File: src/rtl/pc_sequencer_if.sv
// Signal bundle between the PC sequencer and its environment:
// instruction fetch, register-file read, issue/execute handshake, link write and status.
interface pc_sequencer_if;
    localparam int unsigned XLEN  = 32;
    localparam int unsigned RIDXW = 5;
    localparam int unsigned CNTW  = 16;

    logic             start;
    logic             imem_req;
    logic [XLEN-1:0]  imem_addr;
    logic             imem_ready;
    logic [XLEN-1:0]  imem_rdata;
    logic [RIDXW-1:0] rs_addr;
    logic [RIDXW-1:0] rt_addr;
    logic [XLEN-1:0]  rs_data;
    logic [XLEN-1:0]  rt_data;
    logic             issue_valid;
    logic [XLEN-1:0]  issue_instr;
    logic             ex_busy;
    logic             link_we;
    logic [RIDXW-1:0] link_addr;
    logic [XLEN-1:0]  link_data;
    logic [XLEN-1:0]  pc;
    logic             taken;
    logic [CNTW-1:0]  taken_cnt;
    logic             halted;

    modport master (
        input  start, imem_ready, imem_rdata, rs_data, rt_data, ex_busy,
        output imem_req, imem_addr, rs_addr, rt_addr, issue_valid, issue_instr,
               link_we, link_addr, link_data, pc, taken, taken_cnt, halted
    );

    modport slave (
        output start, imem_ready, imem_rdata, rs_data, rt_data, ex_busy,
        input  imem_req, imem_addr, rs_addr, rt_addr, issue_valid, issue_instr,
               link_we, link_addr, link_data, pc, taken, taken_cnt, halted
    );
endinterface

File: src/rtl/pc_sequencer.sv
// Multi-cycle fetch/decode/resolve controller owning the program counter; resolves
// branches and jumps itself and hands all other instructions to the execute datapath.
module pc_sequencer #(
    parameter logic [31:0] RESET_PC    = 32'h0000_0000,
    parameter logic [4:0]  LINK_REG    = 5'd31,
    parameter logic [5:0]  HALT_OPCODE = 6'h3F
) (
    input  logic           clk,
    input  logic           rst_n,
    pc_sequencer_if.master bus
);
    localparam int unsigned XLEN = 32;
    localparam int unsigned CNTW = 16;

    localparam logic [5:0] OP_JR    = 6'h00;
    localparam logic [5:0] OP_BGTE  = 6'h01;
    localparam logic [5:0] OP_J     = 6'h02;
    localparam logic [5:0] OP_JAL   = 6'h03;
    localparam logic [5:0] OP_BEQ   = 6'h04;
    localparam logic [5:0] OP_BNE   = 6'h05;
    localparam logic [5:0] OP_BLE   = 6'h06;
    localparam logic [5:0] OP_BGT   = 6'h07;
    localparam logic [5:0] OP_BLEQ  = 6'h08;
    localparam logic [5:0] FUNCT_JR = 6'h08;

    typedef enum logic [2:0] {
        S_IDLE, S_FETCH, S_DECODE, S_RESOLVE, S_WAIT, S_LINK, S_HALT
    } state_e;

    state_e          state_q, state_d;
    logic [XLEN-1:0] pc_q, pc_d;
    logic [XLEN-1:0] ir_q, ir_d;
    logic [XLEN-1:0] link_data_q, link_data_d;
    logic [CNTW-1:0] taken_cnt_q, taken_cnt_d;
    logic            imem_req_q, imem_req_d;
    logic            issue_valid_q, issue_valid_d;
    logic            link_we_q, link_we_d;
    logic            halted_q, halted_d;

    logic [5:0]      op;
    logic            is_halt, is_jr, is_ctrl, cond, taken_c;
    logic [XLEN-1:0] pc_inc, off_ext, target;

    assign op      = ir_q[31:26];
    assign pc_inc  = pc_q + 32'd1;
    assign off_ext = {{16{ir_q[15]}}, ir_q[15:0]};
    assign is_halt = (op == HALT_OPCODE);
    assign is_jr   = (op == OP_JR) && (ir_q[5:0] == FUNCT_JR);
    assign is_ctrl = !is_halt &&
                     (is_jr || (op inside {OP_BEQ, OP_BNE, OP_BGT, OP_BGTE,
                                           OP_BLE, OP_BLEQ, OP_J, OP_JAL}));

    // Branch condition (signed compare) and redirect target; JR only reaches here with funct=08
    always_comb begin
        cond   = 1'b0;
        target = pc_inc + off_ext;
        case (op)
            OP_BEQ:  cond = (bus.rs_data == bus.rt_data);
            OP_BNE:  cond = (bus.rs_data != bus.rt_data);
            OP_BGT:  cond = ($signed(bus.rs_data) >  $signed(bus.rt_data));
            OP_BGTE: cond = ($signed(bus.rs_data) >= $signed(bus.rt_data));
            OP_BLE:  cond = ($signed(bus.rs_data) <  $signed(bus.rt_data));
            OP_BLEQ: cond = ($signed(bus.rs_data) <= $signed(bus.rt_data));
            OP_J: begin
                cond   = 1'b1;
                target = {{6{ir_q[25]}}, ir_q[25:0]};
            end
            OP_JAL: begin
                cond   = 1'b1;
                target = {pc_q[31:28], ir_q[25:0], 2'b00};
            end
            OP_JR: begin
                cond   = 1'b1;
                target = bus.rs_data;
            end
            default: ;
        endcase
    end

    always_comb begin
        state_d     = state_q;
        pc_d        = pc_q;
        ir_d        = ir_q;
        link_data_d = link_data_q;
        taken_cnt_d = taken_cnt_q;
        taken_c     = 1'b0;
        case (state_q)
            S_IDLE:   if (bus.start) state_d = S_FETCH;
            S_FETCH: begin
                if (bus.imem_ready) begin
                    ir_d    = bus.imem_rdata;
                    state_d = S_DECODE;
                end
            end
            S_DECODE: state_d = S_RESOLVE;
            S_RESOLVE: begin
                if (is_halt) begin
                    state_d = S_HALT;
                end else if (is_ctrl) begin
                    taken_c     = cond;
                    pc_d        = cond ? target : pc_inc;
                    taken_cnt_d = taken_cnt_q + CNTW'(cond);
                    if (op == OP_JAL) begin
                        link_data_d = pc_inc;
                        state_d     = S_LINK;
                    end else begin
                        state_d = S_FETCH;
                    end
                end else begin
                    state_d = S_WAIT;
                end
            end
            S_WAIT: begin
                if (!bus.ex_busy) begin
                    pc_d    = pc_inc;
                    state_d = S_FETCH;
                end
            end
            S_LINK:   state_d = S_FETCH;
            S_HALT:   state_d = S_HALT;
            default:  state_d = S_IDLE;
        endcase
        imem_req_d    = (state_d == S_FETCH);
        link_we_d     = (state_d == S_LINK);
        halted_d      = (state_d == S_HALT);
        // ir is already loaded in DECODE, so the issue pulse can be registered into RESOLVE
        issue_valid_d = (state_q == S_DECODE) && !is_halt && !is_ctrl;
    end

    always_ff @(posedge clk or negedge rst_n) begin
        if (!rst_n) begin
            state_q       <= S_IDLE;
            pc_q          <= RESET_PC;
            ir_q          <= '0;
            link_data_q   <= '0;
            taken_cnt_q   <= '0;
            imem_req_q    <= 1'b0;
            issue_valid_q <= 1'b0;
            link_we_q     <= 1'b0;
            halted_q      <= 1'b0;
        end else begin
            state_q       <= state_d;
            pc_q          <= pc_d;
            ir_q          <= ir_d;
            link_data_q   <= link_data_d;
            taken_cnt_q   <= taken_cnt_d;
            imem_req_q    <= imem_req_d;
            issue_valid_q <= issue_valid_d;
            link_we_q     <= link_we_d;
            halted_q      <= halted_d;
        end
    end

    assign bus.imem_req    = imem_req_q;
    assign bus.imem_addr   = pc_q;
    assign bus.rs_addr     = ir_q[25:21];
    assign bus.rt_addr     = ir_q[20:16];
    assign bus.issue_valid = issue_valid_q;
    assign bus.issue_instr = ir_q;
    assign bus.link_we     = link_we_q;
    assign bus.link_addr   = LINK_REG;
    assign bus.link_data   = link_data_q;
    assign bus.pc          = pc_q;
    assign bus.taken       = taken_c;
    assign bus.taken_cnt   = taken_cnt_q;
    assign bus.halted      = halted_q;
endmodule

File: src/flat_wrapper.sv
// flat-port wrapper written by rule: the top's interface ports become plain ports
module pc_sequencer_flat 
#(
    parameter logic [31:0] RESET_PC    = 32'h0000_0000,
    parameter logic [4:0]  LINK_REG    = 5'd31,
    parameter logic [5:0]  HALT_OPCODE = 6'h3F
)
  (clk, rst_n, bus_start, bus_imem_ready, bus_imem_rdata, bus_rs_data, bus_rt_data, bus_ex_busy, bus_imem_req, bus_imem_addr, bus_rs_addr, bus_rt_addr, bus_issue_valid, bus_issue_instr, bus_link_we, bus_link_addr, bus_link_data, bus_pc, bus_taken, bus_taken_cnt, bus_halted);
  pc_sequencer_if bus_i ();
  input  logic clk;
  input  logic rst_n;
  input wire logic [$bits(bus_i.start)-1:0] bus_start;
  input wire logic [$bits(bus_i.imem_ready)-1:0] bus_imem_ready;
  input wire logic [$bits(bus_i.imem_rdata)-1:0] bus_imem_rdata;
  input wire logic [$bits(bus_i.rs_data)-1:0] bus_rs_data;
  input wire logic [$bits(bus_i.rt_data)-1:0] bus_rt_data;
  input wire logic [$bits(bus_i.ex_busy)-1:0] bus_ex_busy;
  output wire logic [$bits(bus_i.imem_req)-1:0] bus_imem_req;
  output wire logic [$bits(bus_i.imem_addr)-1:0] bus_imem_addr;
  output wire logic [$bits(bus_i.rs_addr)-1:0] bus_rs_addr;
  output wire logic [$bits(bus_i.rt_addr)-1:0] bus_rt_addr;
  output wire logic [$bits(bus_i.issue_valid)-1:0] bus_issue_valid;
  output wire logic [$bits(bus_i.issue_instr)-1:0] bus_issue_instr;
  output wire logic [$bits(bus_i.link_we)-1:0] bus_link_we;
  output wire logic [$bits(bus_i.link_addr)-1:0] bus_link_addr;
  output wire logic [$bits(bus_i.link_data)-1:0] bus_link_data;
  output wire logic [$bits(bus_i.pc)-1:0] bus_pc;
  output wire logic [$bits(bus_i.taken)-1:0] bus_taken;
  output wire logic [$bits(bus_i.taken_cnt)-1:0] bus_taken_cnt;
  output wire logic [$bits(bus_i.halted)-1:0] bus_halted;
  assign bus_i.start = bus_start;
  assign bus_i.imem_ready = bus_imem_ready;
  assign bus_i.imem_rdata = bus_imem_rdata;
  assign bus_i.rs_data = bus_rs_data;
  assign bus_i.rt_data = bus_rt_data;
  assign bus_i.ex_busy = bus_ex_busy;
  assign bus_imem_req = bus_i.imem_req;
  assign bus_imem_addr = bus_i.imem_addr;
  assign bus_rs_addr = bus_i.rs_addr;
  assign bus_rt_addr = bus_i.rt_addr;
  assign bus_issue_valid = bus_i.issue_valid;
  assign bus_issue_instr = bus_i.issue_instr;
  assign bus_link_we = bus_i.link_we;
  assign bus_link_addr = bus_i.link_addr;
  assign bus_link_data = bus_i.link_data;
  assign bus_pc = bus_i.pc;
  assign bus_taken = bus_i.taken;
  assign bus_taken_cnt = bus_i.taken_cnt;
  assign bus_halted = bus_i.halted;
  pc_sequencer #(.RESET_PC(RESET_PC), .LINK_REG(LINK_REG), .HALT_OPCODE(HALT_OPCODE)) u_core (.clk(clk), .rst_n(rst_n), .bus(bus_i));
endmodule
File: config.mk
export PLATFORM = sky130hd
export DESIGN_NAME = pc_sequencer_flat
export DESIGN_NICKNAME = d
export VERILOG_FILES = /design/src/rtl/pc_sequencer_if.sv /design/src/rtl/pc_sequencer.sv /design/src/flat_wrapper.sv
export SDC_FILE = /design/constraint.sdc
export NUM_CORES = 1
export LEC_CHECK = 0
export CORE_UTILIZATION = 30
export CTS_CLUSTER_SIZE = 24
export DETAILED_ROUTE_END_ITERATION = 16
export GPL_TIMING_DRIVEN = 1
export SLEW_MARGIN = 20
export SYNTH_ARGS = -nofsm -noshare
export SYNTH_HDL_FRONTEND = slang
export SYNTH_SLANG_ARGS = --single-unit
File: constraint.sdc
create_clock -name clk -period 5.7 [get_ports clk]
set_clock_uncertainty 0.1 [all_clocks]
set_input_delay 1.71 -clock clk [delete_from_list [all_inputs] [get_ports clk]]
set_output_delay 1.71 -clock clk [all_outputs]
set_load 0.1 [all_outputs]
==> Yosys cells after proc, flatten, opt, wreduce, memory -nomap -nowiden <==
Cells that the tools add are included.
W data, S select, Z words.
{ "totals": {"register_bits": 119, "in_bits": 101, "output_inout_bits": 164, "word_cells": 77} }
{ "classes": {"add_sub_neg": 3, "order_cmp": 4, "eq_ne": 25, "mux": 17, "n_bitwise": 1, "n_reduce_logical": 17} }
{ "op_table": {"columns": ["operator", "count"], "rows": [
  ["$mux W32", 4],
  ["$pmux W32 S3", 1],
  ["$pmux W32 S2", 1],
  ["$add A32 B1 Y32 const B", 1],
  ["$add A32 B32 Y32", 1],
  ["$eq A32 B32 Y1", 1],
  ["$ge A32 B32 Y1", 1],
  ["$gt A32 B32 Y1", 1],
  ["$le A32 B32 Y1", 1],
  ["$lt A32 B32 Y1", 1],
  ["$ne A32 B32 Y1", 1],
  ["$eq A6 B3 Y1 const B", 4],
  ["$pmux W3 S7", 1],
  ["$mux W3", 6],
  ["$add A16 B1 Y16", 1],
  ["$eq A3 B3 Y1 const B", 5],
  ["$eq A6 B2 Y1 const B", 2],
  ["$eq A6 B4 Y1 const B", 2],
  ["$reduce_and A4 Y1", 2],
  ["$reduce_bool A8 Y1", 1],
  ["$pmux W1 S7", 1],
  ["$eq A3 B1 Y1 const B", 2],
  ["$eq A3 B2 Y1 const B", 2],
  ["$eq A6 B1 Y1 const B", 1],
  ["16 further kinds", 23]
]} }

==> Depth between registers and ports, before layout <==
Gate-level depths: netlist (run 1).
{ "logic_depth": {"depth_word": 8, "mapped_depth": 19} }

==> Least setup slack after synthesis (run 1) <==
OpenSTA, ideal clock, no wires.
{ "synth_timing": {"path_type": "input to output", "start": "input bus_rt_data[31]", "end": "output bus_taken", "arrival_ps": 6314, "required_ps": 3890, "path_slack_ps": -2424, "cell_stages": 10, "path_cell_list": "inv_1 > ha_1 > nand4_2 > nor4_2 > a2111oi_0 > o31ai_1 > a211oi_1 > o311a_1 > nor2_1 > nor4_1"} }
{ "synth_via": {"elab_chain_cells": 5, "elab_cells_between_ends": 10} }
{ "synth_rtl": {"columns": ["element", "line_no", "text"], "rows": [
  ["start, declared", "flat_wrapper.sv:16", "input wire logic [$bits(bus_i.rt_data)-1:0] bus_rt_data;"],
  ["$le A32 B32 Y1 (tied with other cells)", "pc_sequencer.sv:63", "OP_BLEQ: cond = ($signed(bus.rs_data) <= $signed(bus.rt_data));"],
  ["$pmux W1 S7 *", "pc_sequencer.sv:57", "case (op)"],
  ["$mux W1 *", "pc_sequencer.sv:99", "end else if (is_ctrl) begin"],
  ["$mux W1 *", "pc_sequencer.sv:97", "if (is_halt) begin"],
  ["$mux W1 *", "pc_sequencer.sv:87", "case (state_q)"],
  ["end, declared", "flat_wrapper.sv:28", "output wire logic [$bits(bus_i.taken)-1:0] bus_taken;"]
]} }
Mark *: on every way between the ends. The rest lies on a longest branch, timed or not.

==> Worst setup path in the final report (run 1) <==
{ "layout_timing": {"start": "input bus_rs_data[16]", "end": "output bus_taken"} }
{ "layout_via": {"elab_chain_cells": 5, "elab_cells_between_ends": 10} }
{ "layout_rtl": {"columns": ["element", "line_no", "text"], "rows": [
  ["start, declared", "flat_wrapper.sv:15", "input wire logic [$bits(bus_i.rs_data)-1:0] bus_rs_data;"],
  ["$le A32 B32 Y1 (tied with other cells)", "pc_sequencer.sv:63", null],
  ["$pmux W1 S7 *", "pc_sequencer.sv:57", null],
  ["$mux W1 *", "pc_sequencer.sv:99", null],
  ["$mux W1 *", "pc_sequencer.sv:97", null],
  ["$mux W1 *", "pc_sequencer.sv:87", null]
]} }
Marks and branches as above.

==> results.ini, run 1 <==
[run_status]
status = complete, but fails checks
violations = setup timing

[synthesis]
ys_seq_area_share_pct = 31.1
netlist_area_um2 = 9580
synth_edf_count = 0
synth_seq_cells = 119
synth_top_area_share_pct = 31.1
syn_avg_cell_area_um2 = 8.33
yosysWarnings = 0
async_flop_share_pct = 100
post-synth-top-count-cell = nand2_1
ys.flop_type = dfrtp_1
ys_types = 71
synthCells = 1149
yosysTopAreaCell = dfrtp_1
synth.top_cells.by_area = dfrtp_1, ha_1, nand2_1
ys_top_cells_by_count = nand2_1, dfrtp_1, nor2_1, inv_1, a21oi_1

[drt]
ant_nets = 0
vias_per_cell = 5.18
wire_per_inst_um = 18.9
vias = 9472
drt_iter0_markers = 435
drc = 0
totalWireLength_mm = 34.5
dr.pass1.iters = 5

[sta]
finalSetupViolations = 1
fin_setup_tns_ps = -74.9
worst_slew_pin_slew_ps = 1070
whs_ps = 374
rsz0062_at_grt = yes
drv_slew = 0
fin_crit_ps = 5770
hold_viol = 0
fmax_ghz = 0.173
max_slew_margin_pct = 28.7
timing.final.ws_setup_ps = -74.9
fin_crit_sh_pct = 101

[cts]
path_clk_slew_ps = 50
cts_hold_buf = 0
cts_tree = built
clk_latency_ps = 440
cts.sinks = 119
cts_buffers = 17
htreeDepth = 4
cts.path.max_buffers = 2
cts_root_buf = clkbuf_16

[floorplan]
dieArea_um2 = 32600
die_height_um = 181
initial_core_util_pct = 30.4
core-area_um2 = 31500
dieWidth_um = 181
ioPinCount = 265
std_cell_rows = 65

[worst_hold_path]
hold_class = reg2reg

[worst_setup_path]
startpoint_type = input port
cp_cell_sequence = clkdlybuf4s15_1 -> ha_2 -> a21oi_4 -> o21ai_4 -> a2111oi_4 -> o31ai_4 -> a211oi_2 -> o311a_1 -> nor2_4 -> nor4_4 -> buf_12
r2r_setup_slack_ps = 500
crit_fanout = 3
endpoint_kind = output port
setup.worst_path.class = in2out
slowest_delay_ps = 380
cp.required_ps = 3890
slowest_stage = a2111oi_4
arrival_ps = 3960

[cells_and_area]
layout.nets = 1579
syn_to_final_growth_pct = 44.3
final_cell_area_um2 = 13800
fillers = 3111
drive_gt1_share_pct = 22.4

[global_route]
grt_max_degree = 77
grt_pass1_vias = 9620
grt_overflow = 0
antenna_found_initial = 3
grt_pass1_wl_mm = 53.9
grt_usage_pct = 21.4

[run]
max_cap_viol_count = 0

[placement]
portBuffers = 259
placed_area_um2 = 12800
place_congestion = 0.932
hpwl_mm = 26.3

## final timing paths
path | depth (start not counted) | to | startpoint
max | 11 | bus_taken | bus_rs_data[16]
min | 1 | u_core.bus.taken_cnt[15]$_DFFE_PN0P_ | u_core.bus.taken_cnt[15]$_DFFE_PN0P_
max reg2reg | 18 | u_core.bus.imem_addr[25]$_DFFE_PN0P_ | u_core.bus.imem_addr[0]$_DFFE_PN0P_
min reg2reg | 1 | u_core.bus.taken_cnt[15]$_DFFE_PN0P_ | u_core.bus.taken_cnt[15]$_DFFE_PN0P_
max in group asynchronous | 2 | u_core.bus.imem_addr[3]$_DFFE_PN0P_ | rst_n
min in group asynchronous | 1 | u_core.bus.issue_instr[29]$_DFFE_PN0P_ | rst_n
## cells in the final DEF (no fill, tap or decap), drive strengths merged, types with 11 or more instances in the layout
cell           netlist  routed
xnor2               41      41
mux2                38      38
nor3                27      27
buf                 64     121
a21o                13      13
o22ai               16      16
ha                  66      66
nand2b              13      13
clkdlybuf4s50        0     193
nor2                97      97
nand3               33      33
nand4               20      20
a31oi               11      11
clkbuf              35      33
o21ai               61      61
xor2                26      26
a211oi              20      20
inv                 73      76
and3                18      18
a21oi               68      68
dfrtp              119     119
mux2i               17      17
nand2              126     126
## stage by stage
| step | std cells | util, % | setup WS [ps] |
|---|---|---|---|
| final | 1827 | 43.9 | -74.9 |
| after global routing | 1826 | 43.9 | -146 |
| after CTS | 1822 | 43.8 | -94.7 |
| after detailed placement | 1774 | 40.8 | -490 |
| after global placement | 1774 | 40.8 | -451 |
| after floorplan | 1153 | - | -328 |
## layer usage
layer | GRT usage [%] | up-vias | part of all wire, %
met5 | 0 | - | 0.023
met4 | 6.50 | 2 | 2.2
li1 | - | 4583 | -
met2 | 38.9 | 236 | 52
met1 | 25.3 | 4600 | 42
met3 | 3.84 | 51 | 4.1
## final cells by class
cell class                      instances  area, um2  area share (%)
Antenna cell                            1       2.50          0.0181
Clock buffer                           18        439            3.18
Clock inverter                         14        126           0.915
Inverter                               74        285            2.06
Multi-Input combinational cell        861       6420            46.5
Sequential cell                       119       2980            21.6
Tap cell                              402        503            3.64
Timing Repair Buffer                  338       3060            22.1
## registers in the layout (all words and copies together), names as in the netlist
signal	flops
u_core.state_q	3
u_core.bus.issue_instr	32
u_core.bus.link_data	32
u_core.bus.taken_cnt	16
u_core.bus.link_we	1
u_core.bus.imem_addr	32
u_core.bus.halted	1
u_core.bus.issue_valid	1
u_core.bus.imem_req	1
## worst max-delay path, delay by kind of cell
| family | cells | cell delay, ps |
|---|---|---|
| compound gates | 6 | 1290 |
| fa+ha+maj | 1 | 210 |
| buf+inv | 2 | 420 |
| simple gates | 2 | 320 |
## cells by family after synthesis
family                   share of synthesized area [%]
AO/OA/AOI/OAI                                     18.9
multiplexers                                      6.25
adder cells (fa/ha/maj)                           8.83
other                                           0.0392
flip-flops                                        31.1
buffers and inverters                             8.90
AND/OR/NAND/NOR                                   19.6
XOR/XNOR                                          6.36
## what timing repair did
item,CTS,global route
setup endpoints to repair,1,1
pin swaps,59,37
resized for setup,263,61
setup buffers,16,4
gates cloned,0,0
Power of run 1 is not shown: default switching activity piles up to over one toggle a cycle in this logic, so the estimate is an artifact.
==> run 2, diff against run 1 <==
ABC_CLOCK_PERIOD_IN_PS = 5700   (was not set)
CORE_MARGIN = 2   (was not set)
==> results.ini, run 2 (synthesis results as in run 1) <==
[global_route]
grt_pass1_wl_mm = 53.0  ; -1.6%
grt_overflow = 0  ; unchanged
grt_max_degree = 52  ; -32%
grt_usage_pct = 20.4  ; -0.92 points
grt_pass1_vias = 9646  ; +0.27%
antenna_found_initial = 1  ; -2

[floorplan]
dieArea_um2 = 33400  ; +2.2%
std_cell_rows = 65  ; unchanged
initial_core_util_pct = 30.4  ; unchanged
core-area_um2 = 31500  ; unchanged
die_height_um = 183  ; +1.1%
ioPinCount = 265  ; unchanged
dieWidth_um = 183  ; +1.1%

[cts]
clk_latency_ps = 440  ; about the same
cts_tree = built
cts.sinks = 119  ; unchanged
htreeDepth = 4  ; unchanged
path_clk_slew_ps = 50  ; about the same
cts_root_buf = clkbuf_16
cts_hold_buf = 0  ; unchanged
cts.path.max_buffers = 2  ; unchanged
cts_buffers = 17  ; unchanged

[drt]
dr.pass1.iters = 5  ; unchanged
wire_per_inst_um = 18.8  ; -0.48%
vias = 9394  ; -0.82%
totalWireLength_mm = 34.3  ; -0.70%
drc = 0  ; unchanged
ant_nets = 0  ; unchanged
drt_iter0_markers = 501  ; +15%
vias_per_cell = 5.15  ; -0.61%

[sta]
drv_slew = 0  ; unchanged
rsz0062_at_grt = yes
max_slew_margin_pct = 28.3  ; -0.40 points
hold_viol = 0  ; unchanged
finalSetupViolations = 1  ; unchanged
worst_slew_pin_slew_ps = 1070  ; +0.214 ps
fmax_ghz = 0.170  ; -1.8%
fin_crit_sh_pct = 103  ; +1.9 points
fin_crit_ps = 5880  ; +107 ps
whs_ps = 374  ; +0.649 ps
timing.final.ws_setup_ps = -182  ; -107 ps

[placement]
hpwl_mm = 26.4  ; +0.45%
place_ws_ps = -518  ; -27.8 ps
place_congestion = 0.913  ; -2.1%
portBuffers = 259  ; unchanged

[cells_and_area]
diodes = 0  ; -1
most-common-layout-cells = clkdlybuf4s50_1, nand2_1, dfrtp_1
layout.nets = 1576  ; -0.19%
drive_gt1_share_pct = 19.6  ; -2.8 points
final_common_cell = clkdlybuf4s50_1
syn_to_final_growth_pct = 43.9

[worst_setup_path]
slowest_stage = a2111o_1
crit_buf_inv = 5  ; +3
critPathTopFamily = compound AO/OA/AOI/OAI gates
endpoint_kind = output port
setup.worst_path.class = in2out
arrival_ps = 4070  ; +110 ps
crit_fanout = 2  ; -1
cp.required_ps = 3890  ; about the same
cp_cell_sequence = clkdlybuf4s15_1 -> inv_2 -> ha_4 -> nand4_1 -> buf_4 -> a2111o_1 -> buf_6 -> nand3_4 -> a211oi_4 -> o311a_4 -> nor2_4 -> nor4_4 -> buf_12
slowest_delay_ps = 420  ; +40 ps
startpoint_type = input port

[run_status]
status = complete, but fails checks
violations = setup timing

[worst_hold_path]
hold_class = reg2reg

[run]
max_cap_viol_count = 0  ; unchanged

run 2: repair_timing:
action | CTS | global route
pin swaps | 37 | 39
setup buffers | 15 | 12
gates resized for setup | 93 | 111
setup endpoints to repair | 1 | 1
endpoints found under the hold margin | 0 | 0
run 2: final cells by class:
class	instances	area (um2)
clock buffers	17	425
clock inverters	15	165
fillers	3090	17700
inverters	74	280
multi-input cells	861	6360
flip-flops and latches	119	2980
well taps	402	503
repair buffers	335	3070
run 2: through the flow:
stage / util [%] / setup TNS [ps] / instances / cell area [um2]
2_1_floorplan: - / -328 / 1153 / 9830
4_1_cts: 43.4 / -322 / 1817 / 13700
6_report: 43.8 / -182 / 1823 / 13800
3_5_place_dp: 40.7 / -518 / 1772 / 12800
5_1_grt: 43.8 / -283 / 1823 / 13800
3_3_place_gp: 40.7 / -452 / 1772 / 12800
run 2: path summary, 6_finish.rpt:
path	endpoint	slack [ps]	start	cells after the start
setup / recovery	bus_taken	-180	bus_rt_data[5]	13
hold / removal	u_core.bus.link_data[29]$_DFFE_PN0P_	370	u_core.bus.link_data[29]$_DFFE_PN0P_	2
setup reg to reg	u_core.bus.imem_addr[25]$_DFFE_PN0P_	570	u_core.bus.imem_addr[0]$_DFFE_PN0P_	15
hold reg to reg	u_core.bus.link_data[29]$_DFFE_PN0P_	370	u_core.bus.link_data[29]$_DFFE_PN0P_	2
max in group asynchronous	u_core.bus.imem_addr[11]$_DFFE_PN0P_	3280	rst_n	2
min in group asynchronous	u_core.bus.taken_cnt[10]$_DFFE_PN0P_	1200	rst_n	1
run 2: worst min-delay path, delay by kind of cell (launching register included):
family	cells	cell delay [ps]
AND/OR/NAND/NOR	2	100
flip-flops	1	340
run 2: routing by layer:
| layer | up-vias | global-route usage [%] | share of wire, % |
|---|---|---|---|
| li1 | 4572 | - | - |
| met1 | 4523 | 24.7 | 43 |
| met2 | 248 | 37.0 | 51 |
| met3 | 49 | 3.77 | 4.2 |
| met4 | 2 | 5.45 | 2.1 |
| met5 | - | 0 | 0.038 |
Power of run 2 is left out for the same reason.
